File: config.mk
export PLATFORM = sky130hd
export DESIGN_NAME = nibble_serial_adder_seq
export DESIGN_NICKNAME = d
export VERILOG_FILES = /design/src/rtl/nibble_serial_adder_seq_pkg.sv /design/src/rtl/nibble_serial_adder_seq_nibble_shreg.sv /design/src/rtl/nibble_serial_adder_seq.sv
export SDC_FILE = /design/constraint.sdc
export NUM_CORES = 1
export LEC_CHECK = 0
export ABC_AREA = 1
export CAP_MARGIN = 15
export CORE_ASPECT_RATIO = 0.9
export CORE_MARGIN = 2
export CORE_UTILIZATION = 47
export CTS_BUF_LIST = sky130_fd_sc_hd__clkbuf_16
export DETAILED_ROUTE_END_ITERATION = 8
export PLACE_DENSITY = 0.8
export SYNTH_ARGS = -nofsm -noshare
export SYNTH_HDL_FRONTEND = slang
export SYNTH_SLANG_ARGS = --single-unit
export TNS_END_PERCENT = 1
File: constraint.sdc
create_clock -name clk -period 1.3 [get_ports clk]
set_input_delay 0.195 -clock clk [delete_from_list [all_inputs] [get_ports clk]]
set_output_delay 0.195 -clock clk [all_outputs]
set_load 0.05 [all_outputs]
File: src/rtl/nibble_serial_adder_seq_pkg.sv
// Shared types and constants for the nibble-serial adder sequencer.
package nibble_serial_adder_seq_pkg;

    typedef enum logic [1:0] {
        ST_LOAD = 2'd0,
        ST_RUN  = 2'd1,
        ST_DONE = 2'd2
    } state_t;

    localparam int NIBBLE_W = 4;
    localparam int BYTE_W   = 8;

    // Byte and nibble counters both span 0..NIBBLES-1 (2*BPO == NIBBLES).
    function automatic int cnt_w(input int nibbles);
        return (nibbles <= 2) ? 1 : $clog2(nibbles);
    endfunction

endpackage

File: src/rtl/nibble_serial_adder_seq_nibble_shreg.sv
// Register with byte write at an index and shift-right-by-one-nibble.
module nibble_shreg
    import nibble_serial_adder_seq_pkg::*;
#(
    parameter int W     = 16,
    parameter int IDX_W = 2
) (
    input  logic                clk,
    input  logic                rst_n,
    input  logic                load_en,
    input  logic [IDX_W-1:0]    load_idx,
    input  logic [BYTE_W-1:0]   load_byte,
    input  logic                shift_en,
    input  logic [NIBBLE_W-1:0] shift_in,
    output logic [W-1:0]        q
);

    always_ff @(posedge clk or negedge rst_n) begin
        if (!rst_n) begin
            q <= '0;
        end else if (shift_en) begin
            q <= {shift_in, q[W-1:NIBBLE_W]};
        end else if (load_en) begin
            for (int k = 0; k < W / BYTE_W; k++) begin
                if (load_idx == IDX_W'(k))
                    q[k*BYTE_W +: BYTE_W] <= load_byte;
            end
        end
    end

endmodule

File: src/rtl/nibble_serial_adder_seq.sv
// Time-multiplexes an external 4-bit adder into a 4*NIBBLES-bit adder,
// loading operands bytewise and streaming one nibble per cycle, LS first.
module nibble_serial_adder_seq
    import nibble_serial_adder_seq_pkg::*;
#(
    parameter int NIBBLES = 4
) (
    input  logic                          clk,
    input  logic                          rst_n,
    input  logic                          in_valid,
    output logic                          in_ready,
    input  logic [BYTE_W-1:0]             in_data,
    input  logic                          cin_in,
    output logic [NIBBLE_W-1:0]           add_a,
    output logic [NIBBLE_W-1:0]           add_b,
    output logic                          add_cin,
    input  logic [NIBBLE_W-1:0]           add_sum,
    input  logic                          add_carry,
    output logic                          out_valid,
    input  logic                          out_ready,
    output logic [NIBBLE_W*NIBBLES-1:0]   out_sum,
    output logic                          out_carry,
    output logic                          busy
);

    localparam int W   = NIBBLE_W * NIBBLES;
    localparam int BPO = NIBBLES / 2;
    localparam int CW  = cnt_w(NIBBLES);

    state_t        state, state_nx;
    logic [CW-1:0] byte_cnt, nib_cnt;
    logic          carry_q, out_carry_q;
    logic [W-1:0]  a_q, b_q, res_q;
    logic          accept, run, last_byte, last_nib, in_b;
    logic          unused_hi;

    assign in_ready  = (state == ST_LOAD);
    assign out_valid = (state == ST_DONE);
    assign busy      = (state != ST_LOAD);
    assign run       = (state == ST_RUN);
    assign accept    = in_valid & in_ready;
    assign last_byte = (byte_cnt == CW'(NIBBLES - 1));
    assign last_nib  = (nib_cnt == CW'(NIBBLES - 1));
    assign in_b      = (byte_cnt >= CW'(BPO));

    assign add_a   = run ? a_q[NIBBLE_W-1:0] : '0;
    assign add_b   = run ? b_q[NIBBLE_W-1:0] : '0;
    assign add_cin = run ? carry_q : 1'b0;

    // Only the low nibble of each operand feeds the adder; the rest shifts down.
    assign unused_hi = ^{a_q[W-1:NIBBLE_W], b_q[W-1:NIBBLE_W]};

    assign out_sum   = res_q;
    assign out_carry = out_carry_q;

    nibble_shreg #(.W(W), .IDX_W(CW)) u_a (
        .clk(clk), .rst_n(rst_n),
        .load_en(accept & ~in_b), .load_idx(byte_cnt), .load_byte(in_data),
        .shift_en(run), .shift_in('0), .q(a_q)
    );

    nibble_shreg #(.W(W), .IDX_W(CW)) u_b (
        .clk(clk), .rst_n(rst_n),
        .load_en(accept & in_b), .load_idx(byte_cnt - CW'(BPO)), .load_byte(in_data),
        .shift_en(run), .shift_in('0), .q(b_q)
    );

    // Result fills from the top so the LS nibble lands at bit 0 after NIBBLES shifts.
    nibble_shreg #(.W(W), .IDX_W(CW)) u_res (
        .clk(clk), .rst_n(rst_n),
        .load_en(1'b0), .load_idx('0), .load_byte('0),
        .shift_en(run), .shift_in(add_sum), .q(res_q)
    );

    always_ff @(posedge clk or negedge rst_n) begin
        if (!rst_n) state <= ST_LOAD;
        else        state <= state_nx;
    end

    always_comb begin
        state_nx = state;
        case (state)
            ST_LOAD: if (accept && last_byte) state_nx = ST_RUN;
            ST_RUN:  if (last_nib)            state_nx = ST_DONE;
            ST_DONE: if (out_ready)           state_nx = ST_LOAD;
            default:                          state_nx = ST_LOAD;
        endcase
    end

    always_ff @(posedge clk or negedge rst_n) begin
        if (!rst_n) begin
            byte_cnt    <= '0;
            nib_cnt     <= '0;
            carry_q     <= 1'b0;
            out_carry_q <= 1'b0;
        end else begin
            if (accept)
                byte_cnt <= last_byte ? '0 : byte_cnt + 1'b1;
            else if (out_valid && out_ready)
                byte_cnt <= '0;

            if (run)
                nib_cnt <= last_nib ? '0 : nib_cnt + 1'b1;

            if (accept && byte_cnt == '0)
                carry_q <= cin_in;
            else if (run)
                carry_q <= add_carry;

            // Separate output copy so loading the next cin doesn't disturb out_carry.
            if (run && last_nib)
                out_carry_q <= add_carry;
        end
    end

endmodule

# After elaboration in Yosys (flattened, before gate mapping)

Cells that the tools add are included.

Divide/modulo/power cells: 0
Reduce and logical (&&, ||, !) cells: 21
Order comparisons: 1
Bitwise operators: 4
Equality and inequality tests: 9
Multipliers: 0
Mux-type cells: 21
$add $sub $neg: 3
Shift operators: 0

Operator list:

| operator                                                 | count |
|---|---|
| two-way mux 16 bit                                       | 4 |
| two-way mux 8 bit                                        | 4 |
| nonzero test 2 bit                                       | 9 |
| two-way mux 2 bit                                        | 7 |
| two-way mux 4 bit                                        | 2 |
| AND reduction 2 bit                                      | 4 |
| == test 2 x 1 -> 1 bit, second input constant            | 3 |
| == test 2 bit, second input constant                     | 3 |
| logical NOT 2 bit                                        | 3 |
| != test 2 x 1 -> 1 bit, second input constant            | 3 |
| case mux 2 bit (3 select lines)                          | 1 |
| adder 2 x 1 -> 2 bit, second input constant              | 2 |
| logical AND 1 bit                                        | 4 |
| AND 1 bit                                                | 3 |
| two-way mux 1 bit                                        | 3 |
| AND reduction 3 bit                                      | 1 |
| greater-or-equal comparator 2 bit, second input constant | 1 |
| subtractor 2 bit, second input constant                  | 1 |
| NOT 1 bit                                                | 1 |

Memories: 0
Bits in latches: 0
ROM bits: 0
Input port bits: 18
Bits in registers: 56
Output and inout port bits: 29
Logic and storage cells: 69
RAM bits: 0

# Depth between registers and ports, before layout

Gate-level depths: netlist (run 1).

Depth after elaboration: 5
Depth in mapped cells: 8
Gate-level depth less buffers: 8

# Cells and area by module

From an unflattened synthesis (run 1), not the netlist that was laid out.

Cells, all modules: 418
Area total of the unflattened synthesis: 3078.0 um^2

Modules (own cells, without submodules):

| module                  | instances | cells each | seq. area each (um^2) | area an instance (um^2) |
|---|---|---|---|---|
| nibble_shreg            | 3         | 115        | 400.4                 | 849.6 |
| nibble_serial_adder_seq | 1         | 73         | 200.2                 | 529.3 |

# Worst setup path after synthesis (run 1)

Ideal clock, no wire load.

Kind: reg-to-output
From: register state[1]
To: output port add_a[0]
Stages on the path, launching flop included: 6
Path slack: -443 ps
Buffers on the path: 2
Arrival: 1548 ps
Required time: 1105 ps
Cells stage by stage: dfrtp_1 -> inv_2 -> nand2_4 -> buf_6 -> buf_4 -> nor2_1

Word-level cells in the longest chain between the ends: 2

Ends and longest elaborated chain:

| element                | line                          | text |
|---|---|---|
| start, declared        | nibble_serial_adder_seq.sv:30 | `state_t state, state_nx;` |
| start signal, assigned | nibble_serial_adder_seq.sv:77 | `else state <= state_nx;` |
| == test 2 x 1 -> 1 bit | nibble_serial_adder_seq.sv:40 | `assign run = (state == ST_RUN);` |
| two-way mux 4 bit      | nibble_serial_adder_seq.sv:46 | `assign add_a = run ? a_q[NIBBLE_W-1:0] : '0;` |
| end, declared          | nibble_serial_adder_seq.sv:14 | `output logic [NIBBLE_W-1:0] add_a,` |

Every way passes these cells.

# Worst setup path in the final report (run 1)

From: register state[1]
To: output port add_b[0]

Word-level cells in the longest chain between the ends: 2

Ends and longest elaborated chain:

| element                | line                          | text |
|---|---|---|
| == test 2 x 1 -> 1 bit | nibble_serial_adder_seq.sv:40 |  |
| two-way mux 4 bit      | nibble_serial_adder_seq.sv:47 | `assign add_b = run ? b_q[NIBBLE_W-1:0] : '0;` |
| end, declared          | nibble_serial_adder_seq.sv:15 | `output logic [NIBBLE_W-1:0] add_b,` |

Every way passes these cells.

==> results of run 1 <==
[cells in the final DEF, fill, tap and decap left out]
cell / instances
sky130_fd_sc_hd__nand2_1: 123
sky130_fd_sc_hd__dfrtp_1: 53
sky130_fd_sc_hd__nand3_1: 42
sky130_fd_sc_hd__buf_12: 35
sky130_fd_sc_hd__buf_4: 26
sky130_fd_sc_hd__inv_1: 23
sky130_fd_sc_hd__o21ai_0: 20
sky130_fd_sc_hd__clkdlybuf4s50_1: 16
sky130_fd_sc_hd__nor2_4: 12
sky130_fd_sc_hd__nand2_2: 10
sky130_fd_sc_hd__o21ai_1: 6
sky130_fd_sc_hd__buf_6: 6
sky130_fd_sc_hd__nand4_1: 5
sky130_fd_sc_hd__clkbuf_16: 5
sky130_fd_sc_hd__nand3_2: 4
sky130_fd_sc_hd__ha_1: 4
sky130_fd_sc_hd__nand2_8: 3
sky130_fd_sc_hd__inv_2: 3
sky130_fd_sc_hd__dfrtp_2: 3
sky130_fd_sc_hd__nand2_4: 2
sky130_fd_sc_hd__nor2_1: 2
sky130_fd_sc_hd__inv_4: 1
sky130_fd_sc_hd__nor2_2: 1
sky130_fd_sc_hd__inv_6: 1
sky130_fd_sc_hd__o21ai_2: 1
sky130_fd_sc_hd__or2_2: 1
sky130_fd_sc_hd__nand3b_1: 1
sky130_fd_sc_hd__ha_4: 1
sky130_fd_sc_hd__clkinv_1: 1
sky130_fd_sc_hd__dlygate4sd3_1: 1
sky130_fd_sc_hd__buf_2: 1
[critical path, stage by stage (launching register included)]
cell                      delay, ns
sky130_fd_sc_hd__dfrtp_2       0.43
sky130_fd_sc_hd__inv_4         0.09
sky130_fd_sc_hd__nand2_8       0.08
sky130_fd_sc_hd__buf_12        0.16
sky130_fd_sc_hd__nor2_4        0.10
sky130_fd_sc_hd__buf_12        0.14
[per-stage QoR]
step	cells	hold WS, ns	instance area [um2]	setup WS [ns]	utilization
3_5_place_dp	463	0.220	3800	-0.170	0.676
3_3_place_gp	463	0.214	3800	-0.0759	0.676
5_1_grt	483	0.485	4140	-0.231	0.735
4_1_cts	481	0.444	4090	-0.179	0.726
2_1_floorplan	334	-0.101	2820	-0.0757	-
6_report	483	0.452	4140	-0.188	0.735
[registers in the layout, indices dropped and copies added, names as in the netlist]
| signal | flops |
|---|---|
| u_a.q | 16 |
| out_carry | 1 |
| byte_cnt | 2 |
| nib_cnt | 2 |
| carry_q | 1 |
| u_b.q | 16 |
| state | 2 |
| u_res.q | 16 |
[timing repair]
action | CTS | global route
resized for setup | 20 | 10
hold buffers | 1 | 0
setup endpoints to repair | 45 | 63
setup buffers | 9 | 2
endpoints found under the hold margin | 56 | 0
pin swaps | 5 | 2
[per-layer routing]
| layer | track usage | share of wire |
|---|---|---|
| met1 | 0.303 | 0.41 |
| met2 | 0.361 | 0.51 |
| met3 | 0.0488 | 0.058 |
| met4 | 0.0806 | 0.028 |
| met5 | 0 | 0 |
[area by class of cell]
class,instances,area share
Tap cell,70,0.0212
Clock inverter,3,0.00272
Multi-Input combinational cell,238,0.306
Clock buffer,5,0.0302
Inverter,26,0.0254
Sequential cell,56,0.340
Timing Repair Buffer,85,0.275
[synthesized netlist by cell type]
cell | number | area share
sky130_fd_sc_hd__nand2_1 | 129 | 0.18
sky130_fd_sc_hd__dfrtp_1 | 56 | 0.52
sky130_fd_sc_hd__nand3_1 | 46 | 0.085
sky130_fd_sc_hd__o21ai_0 | 27 | 0.050
sky130_fd_sc_hd__inv_1 | 23 | 0.032
sky130_fd_sc_hd__nor2_1 | 13 | 0.018
sky130_fd_sc_hd__buf_2 | 6 | 0.011
sky130_fd_sc_hd__buf_6 | 6 | 0.025
sky130_fd_sc_hd__nand2_2 | 6 | 0.014
sky130_fd_sc_hd__ha_1 | 5 | 0.023
sky130_fd_sc_hd__nand4_1 | 5 | 0.012
sky130_fd_sc_hd__inv_2 | 3 | 0.0042
sky130_fd_sc_hd__nand2_4 | 3 | 0.012
sky130_fd_sc_hd__buf_4 | 2 | 0.0055
sky130_fd_sc_hd__nor2_4 | 2 | 0.0083
sky130_fd_sc_hd__nand3b_1 | 1 | 0.0028
sky130_fd_sc_hd__or2_2 | 1 | 0.0023
[path summary, 6_finish.rpt]
check	end	slack (ns)	depth (start not counted)
setup reg to reg	u_a.q[8]	-0.13	8
max in group asynchronous	state[1]	0.59	3
setup / recovery	add_b[0]	-0.19	5
min in group clk	carry_q	0.47	3
hold reg to reg	nib_cnt[1]	0.50	2
hold / removal	u_b.q[2]	0.45	3
[report_power, final]
| group | internal [W] | leakage (nW) | switching, W |
|---|---|---|---|
| combinational | 0.00290 | 1.25 | 0.00360 |
| sequential | 0.00248 | 0.716 | 0.000576 |
| clock | 0.000694 | 0.0738 | 0.000563 |
[kinds of logic after synthesis]
| family | after synthesis | synth area share |
|---|---|---|
| simple gates | 206 | 0.333 |
| flops | 56 | 0.517 |
| buf+inv | 40 | 0.0775 |
| compound gates | 27 | 0.0498 |
| fa+ha+maj | 5 | 0.0231 |
==> flow_metrics.tcl, run 1 <==
set metrics [dict create \
    outcome "complete, but fails checks" \
    violated_checks "negative setup slack" \
    clock_sinks 56 \
    finalWorstPathRequiredPeriod_ns 1.49 \
    timing.hold.worst.class "primary input to async pin" \
    postLayoutSetupSlackWorst_ns -0.188 \
    r2r_start "state[1]" \
    die_w_um 84.1 \
    row_count 26 \
    final_layout_size_suffix_gt1_frac 0.281 \
    number_of_primary_i_o_pins 47 \
    core_area_um2 5630 \
    regArea_um2 1410 \
    ant_nets 0 \
    setup.worst_path.start_class "flip-flop" \
    leakage_dissipation_nw 2.04 \
    grt_remaining_overflow 0 \
    critPathRequiredTime_ns 1.11 \
    finish.net_count 435 \
    ys_seq_elements 56 \
    totalWireLength_um 6690 \
    path_max_fanout 8 \
    filler_instances 370 \
    drc 0 \
    setup_tns_ns -4.46 \
    antenna_found_initial 0 \
    yosysUniqueCellTypes 17 \
    crit_start "state[1]" \
    rsz0062_at_grt "true" \
    avgSynthCellArea_um2 8.12 \
    post-dp-hpwl_um 4560 \
    cts_buffers 5 \
    postSynthCellCount 334 \
    power.ir.vdd_worst_mv 1.75 \
    track_usage 0.225 \
    worst_clock_skew_ns 0.00637 \
    crit_path_end_kind "primary output" \
    slew_violations 0 \
    max_freq_mhz 672 \
    place.port_buffers 46 \
    area.growth.synth_to_final_pct 52.6 \
    synth.yosys.warnings 0 \
    maximum_number_of_pins_on_one_net_before_global_route_repair 57 \
    grt_pass1_wl_um 11500 \
    max_slew.worst_pin.slew_ns 0.298 \
    worst-endpoint-arrival_ns 1.29 \
    power.density_nw_per_um2 2610 \
    max-cap-violations 0 \
    routed_via_density 5.09 \
    clk-insertion-delay-late_ns 0.29 \
    initial_core_util 0.482 \
    design_power_total_w 0.0108 \
    buffer_depth_of_the_longest_clock_path 2 \
    first_iter_violations 160 \
    cts.reportedPaths.clkPinSlew_ns 0.07 \
    insertedDiodeCount 0 \
    finalCritPeriodShare 1.14 \
    tritoncts "built" \
    criticalPathCategory "flip-flop to primary output" \
    die_area_um2 6390 \
    synth.net_count 357 \
    average_detailed_routed_wire_length_per_instance_um 13.9 \
    cts_root_buf "sky130_fd_sc_hd__clkbuf_16" \
    via_count_of_the_first_global_routing_pass 2456 \
    multi_input_area_um2 1260 \
    yosysSeqAreaShare 0.517 \
    globalplace.congestion 0.880 \
    finalSetupViolations 46 \
    chipHeight_um 76.1 \
    hold_viol 0 \
    cts.htree.levels 2 \
    maxSlewHeadroom 0.802 \
    firstDrtPassIters 4 \
    syn_area_um2 2710 \
    routed-via-count 2460 \
]
Note: power is estimated with default switching activity, not from simulation.
==> inputs of run 2 (changes only) <==
--- a/config.mk
+++ b/config.mk
@@ -16,4 +16,4 @@
 export SYNTH_ARGS = -nofsm -noshare
 export SYNTH_HDL_FRONTEND = slang
 export SYNTH_SLANG_ARGS = --single-unit
-export TNS_END_PERCENT = 1
+export TNS_END_PERCENT = 10
==> constraint.sdc (replaced) <==
create_clock -name clk -period 1.3 [get_ports clk]
set_input_delay 0.13 -clock clk [delete_from_list [all_inputs] [get_ports clk]]
set_output_delay 0.13 -clock clk [all_outputs]
set_load 0.05 [all_outputs]
==> flow_metrics.tcl, run 2 (synthesis results as in run 1) <==
set metrics [dict create \
    die_area_um2 6390 \
    first_iter_violations 179 \
    cts_root_buf "sky130_fd_sc_hd__clkbuf_16" \
    top_regs "u_a.q: 16 flops, u_b.q: 16 flops, u_res.q: 16 flops" \
    buffer_depth_of_the_longest_clock_path 2 \
    maxSlewHeadroom 0.729 \
    maximum_number_of_pins_on_one_net_before_global_route_repair 28 \
    area.growth.synth_to_final_pct 55.3 \
    final_core_util 0.748 \
    insertedDiodeCount 0 \
    violated_checks "negative setup slack" \
    initial_core_util 0.482 \
    regArea_um2 1410 \
    via_count_of_the_first_global_routing_pass 2497 \
    routed-via-count 2507 \
    criticalPathCategory "flip-flop to primary output" \
    die_w_um 84.1 \
    slew_violations 0 \
    final_layout_size_suffix_gt1_frac 0.320 \
    drc 0 \
    grt_pass1_wl_um 11400 \
    chipHeight_um 76.1 \
    setup.worst_path.start_class "flip-flop" \
    antenna_found_initial 0 \
    final_common_cell "sky130_fd_sc_hd__nand2_1" \
    finalCritPeriodShare 1.10 \
    setup_tns_ns -3.24 \
    row_count 26 \
    timing.hold.worst.class "primary input to async pin" \
    core_area_um2 5630 \
    max-cap-violations 0 \
    most-common-layout-cells "sky130_fd_sc_hd__nand2_1, sky130_fd_sc_hd__dfrtp_1, sky130_fd_sc_hd__nand3_1" \
    cts.reportedPaths.clkPinSlew_ns 0.06 \
    crit_path_end_kind "primary output" \
    multi_input_area_um2 1290 \
    outcome "complete, but fails checks" \
    design_power_total_w 0.0109 \
    totalWireLength_um 6940 \
    number_of_primary_i_o_pins 47 \
    finalSetupViolations 41 \
    holdWs_ns 0.306 \
    clock_sinks 56 \
    ant_nets 0 \
    globalplace.congestion 0.829 \
    clk-insertion-delay-late_ns 0.28 \
    post-dp-hpwl_um 4470 \
    cts.htree.levels 2 \
    critPathRequiredTime_ns 1.17 \
    average_detailed_routed_wire_length_per_instance_um 14.3 \
    leakage_dissipation_nw 2.08 \
    finish.net_count 439 \
    rsz0062_at_grt "true" \
    power.ir.vdd_worst_mv 1.73 \
    filler_instances 365 \
    place.port_buffers 46 \
    track_usage 0.224 \
    routed_via_density 5.16 \
    grt_remaining_overflow 0 \
    postLayoutSetupSlackWorst_ns -0.126 \
    power.density_nw_per_um2 2590 \
    tritoncts "built" \
    worst_clock_skew_ns 0.00306 \
    firstDrtPassIters 4 \
    worst-endpoint-arrival_ns 1.30 \
    path_max_fanout 9 \
    cts_buffers 5 \
    max_freq_mhz 701 \
    hold_viol 0 \
    max_slew.worst_pin.slew_ns 0.407 \
    finalWorstPathRequiredPeriod_ns 1.43 \
]
## run 2: power breakdown
| group | internal [W] | switching (W) | total, W |
|---|---|---|---|
| logic | 0.00296 | 0.00363 | 0.00658 |
| clock network | 0.000692 | 0.000537 | 0.00123 |
| registers | 0.00248 | 0.000611 | 0.00309 |
| total | 0.00613 | 0.00478 | 0.0109 |
## run 2: metal layers
metal,global-route usage,wire length [um],vias to the layer above
met1,0.268,2790,1183
met5,0,0,-
li1,-,-,1237
met3,0.0444,314,16
met4,0.0871,153,0
met2,0.396,3690,71
## run 2: worst paths after layout
path	depth (start not counted)	start	slack, ns	to
hold / removal	2	rst_n	0.31	u_res.q[13]
min in group clk	3	add_sum[0]	0.41	u_res.q[12]
setup reg to reg	7	byte_cnt[1]	-0.12	u_a.q[0]
hold reg to reg	2	u_a.q[4]	0.51	u_a.q[4]
setup / recovery	5	state[1]	-0.13	add_cin
max in group asynchronous	3	rst_n	0.49	byte_cnt[1]
## run 2: area by class of cell
cell class	count	share of cell area
inverter	26	0.0244
tap	70	0.0208
sequential	56	0.334
multi-input combinational	239	0.307
timing repair buffer	88	0.282
clock inverter	2	0.00208
clock buffer	5	0.0297
## run 2: per-stage QoR
stage | std cells | setup WS (ns) | cell area [um2]
after detailed placement | 467 | -0.148 | 3810
final | 486 | -0.126 | 4210
after global placement | 467 | -0.0800 | 3810
after CTS | 484 | -0.116 | 4160
after global routing | 486 | -0.172 | 4210
after floorplan | 334 | -0.0756 | 2810
## run 2: timing repair
| action | 4_1_cts | 5_1_grt |
|---|---|---|
| resized for setup | 27 | 11 |
| gates cloned | 3 | 0 |
| endpoints found under the hold margin | 14 | 0 |
| setup endpoints to repair | 39 | 58 |
| hold buffers | 1 | 0 |
| pin swaps | 10 | 3 |
| setup buffers | 6 | 2 |
## run 2: critical path: stages, from the launching register on
cell and delay (ns):
sky130_fd_sc_hd__dfrtp_2 0.43, sky130_fd_sc_hd__inv_4 0.09, sky130_fd_sc_hd__nand2_8 0.09, sky130_fd_sc_hd__buf_6 0.16
sky130_fd_sc_hd__nor2_4 0.10, sky130_fd_sc_hd__buf_12 0.14
==> inputs of run 3 (changes only) <==
--- a/config.mk
+++ b/config.mk
@@ -12,7 +12,7 @@
 export CORE_UTILIZATION = 47
 export CTS_BUF_LIST = sky130_fd_sc_hd__clkbuf_16
 export DETAILED_ROUTE_END_ITERATION = 8
-export PLACE_DENSITY = 0.8
+export PLACE_DENSITY_LB_ADDON = 0.3
 export SYNTH_ARGS = -nofsm -noshare
 export SYNTH_HDL_FRONTEND = slang
 export SYNTH_SLANG_ARGS = --single-unit
==> flow_metrics.tcl, run 3 (synthesis results as in run 1) <==
set metrics [dict create \
    tritoncts "built" \
    crit_path_end_kind "primary output" \
    routed-via-count 2392 \
    rsz0062_at_grt "true" \
    top_regs "u_a.q: 16 flops, u_b.q: 16 flops, u_res.q: 16 flops" \
    globalplace.congestion 0.818 \
    die_w_um 84.1 \
    cts.reportedPaths.clkPinSlew_ns 0.07 \
    finalCritPeriodShare 1.10 \
    criticalPathCategory "flip-flop to primary output" \
    critPathRequiredTime_ns 1.17 \
    postLayoutSetupSlackWorst_ns -0.125 \
    worst_clock_skew_ns 0.00465 \
    insertedDiodeCount 0 \
    setup.worst_path.start_class "flip-flop" \
    cts_buffers 5 \
    cts.htree.levels 2 \
    power.density_nw_per_um2 2600 \
    initial_core_util 0.482 \
    place.port_buffers 46 \
    final_common_cell "sky130_fd_sc_hd__nand2_1" \
    row_count 26 \
    clk-insertion-delay-late_ns 0.29 \
    grt_remaining_overflow 0 \
    chipHeight_um 76.1 \
    ant_nets 0 \
    number_of_primary_i_o_pins 47 \
    outcome "complete, but fails checks" \
    clock_sinks 56 \
    final_layout_size_suffix_gt1_frac 0.267 \
    core_area_um2 5630 \
    hold_viol 0 \
    finish.net_count 427 \
    setup_tns_ns -2.36 \
    worst-endpoint-arrival_ns 1.29 \
    cts_root_buf "sky130_fd_sc_hd__clkbuf_16" \
    post-dp-hpwl_um 4350 \
    maxSlewHeadroom 0.729 \
    firstDrtPassIters 4 \
    via_count_of_the_first_global_routing_pass 2380 \
    buffer_depth_of_the_longest_clock_path 2 \
    slew_violations 0 \
    cell_area_after_layout_um2 4100 \
    first_iter_violations 88 \
    average_detailed_routed_wire_length_per_instance_um 13.2 \
    max_freq_mhz 702 \
    violated_checks "negative setup slack" \
    filler_instances 408 \
    max-cap-violations 0 \
    die_area_um2 6390 \
    antenna_found_initial 0 \
    routed_via_density 5.04 \
    path_max_fanout 6 \
    timing.hold.worst.class "primary input to async pin" \
    finalWorstPathRequiredPeriod_ns 1.42 \
    max_slew.worst_pin.slew_ns 0.407 \
    drc 0 \
    most-common-layout-cells "sky130_fd_sc_hd__nand2_1, sky130_fd_sc_hd__dfrtp_1, sky130_fd_sc_hd__nand3_1" \
    track_usage 0.213 \
    finalSetupViolations 42 \
    multi_input_area_um2 1240 \
    grt_pass1_wl_um 11000 \
    placed_cell_area_um2 3790 \
    leakage_dissipation_nw 2.04 \
    area.growth.synth_to_final_pct 51.1 \
    totalWireLength_um 6260 \
    regArea_um2 1400 \
    maximum_number_of_pins_on_one_net_before_global_route_repair 33 \
    power.ir.vdd_worst_mv 1.56 \
]
## run 3: stage by stage
| stage | setup WS, ns | power, W | util | instances | hold WS [ns] |
|---|---|---|---|---|---|
| after floorplan | -0.0756 | 0.00638 | - | 334 | -0.166 |
| after global placement | -0.0579 | 0.00877 | 0.674 | 460 | 0.0713 |
| after detailed placement | -0.135 | 0.00894 | 0.674 | 460 | 0.0726 |
| after CTS | -0.131 | 0.0106 | 0.726 | 475 | 0.303 |
| after global routing | -0.167 | 0.0113 | 0.728 | 475 | 0.327 |
| final | -0.125 | 0.0106 | 0.728 | 475 | 0.292 |
## run 3: path summary, 6_finish.rpt
path                                  from     endpoint  slack [ns]  cells after the start
worst min register to register   u_b.q[11]    u_b.q[11]        0.51                      2
max in group asynchronous            rst_n    u_a.q[10]        0.50                      3
min in group clk                add_sum[1]  u_res.q[13]        0.41                      3
worst max-delay path              state[1]     add_a[2]       -0.12                      5
worst min-delay path                 rst_n   u_res.q[7]        0.29                      2
worst max register to register    state[1]    u_a.q[10]       -0.10                      8
## run 3: report_power, final
group	switching, W	total, W	internal [W]
clock network	0.000609	0.00132	0.000712
registers	0.000557	0.00303	0.00247
logic	0.00346	0.00630	0.00284
total	0.00462	0.0106	0.00602
## run 3: layout make-up
cell class / instances / share of cell area
Sequential cell: 56 / 0.343
Multi-Input combinational cell: 238 / 0.302
Timing Repair Buffer: 77 / 0.274
Clock buffer: 5 / 0.0305
Inverter: 26 / 0.0250
Tap cell: 70 / 0.0214
Clock inverter: 3 / 0.00489
## run 3: worst max-delay path: stages (launching register included)
cell and delay [ns]:
sky130_fd_sc_hd__dfrtp_2 0.42, sky130_fd_sc_hd__inv_4 0.08, sky130_fd_sc_hd__nand2_8 0.08, sky130_fd_sc_hd__buf_12 0.16
sky130_fd_sc_hd__nor2_4 0.11, sky130_fd_sc_hd__buf_12 0.14
## run 3: layer usage
layer	track usage	vias up	part of all wire
met1	0.271	1097	0.42
met5	0	-	0
met4	0.0758	0	0.025
met2	0.367	70	0.51
li1	-	1209	-
met3	0.0325	16	0.043
## run 3: what timing repair did
action / CTS / global route
endpoints found under the hold margin: 15 / 0
gates cloned: 2 / 0
resized for setup: 16 / 4
setup buffers: 4 / 0
endpoints found under the setup margin: 35 / 57
pin swaps: 3 / 1
hold buffers: 1 / 0
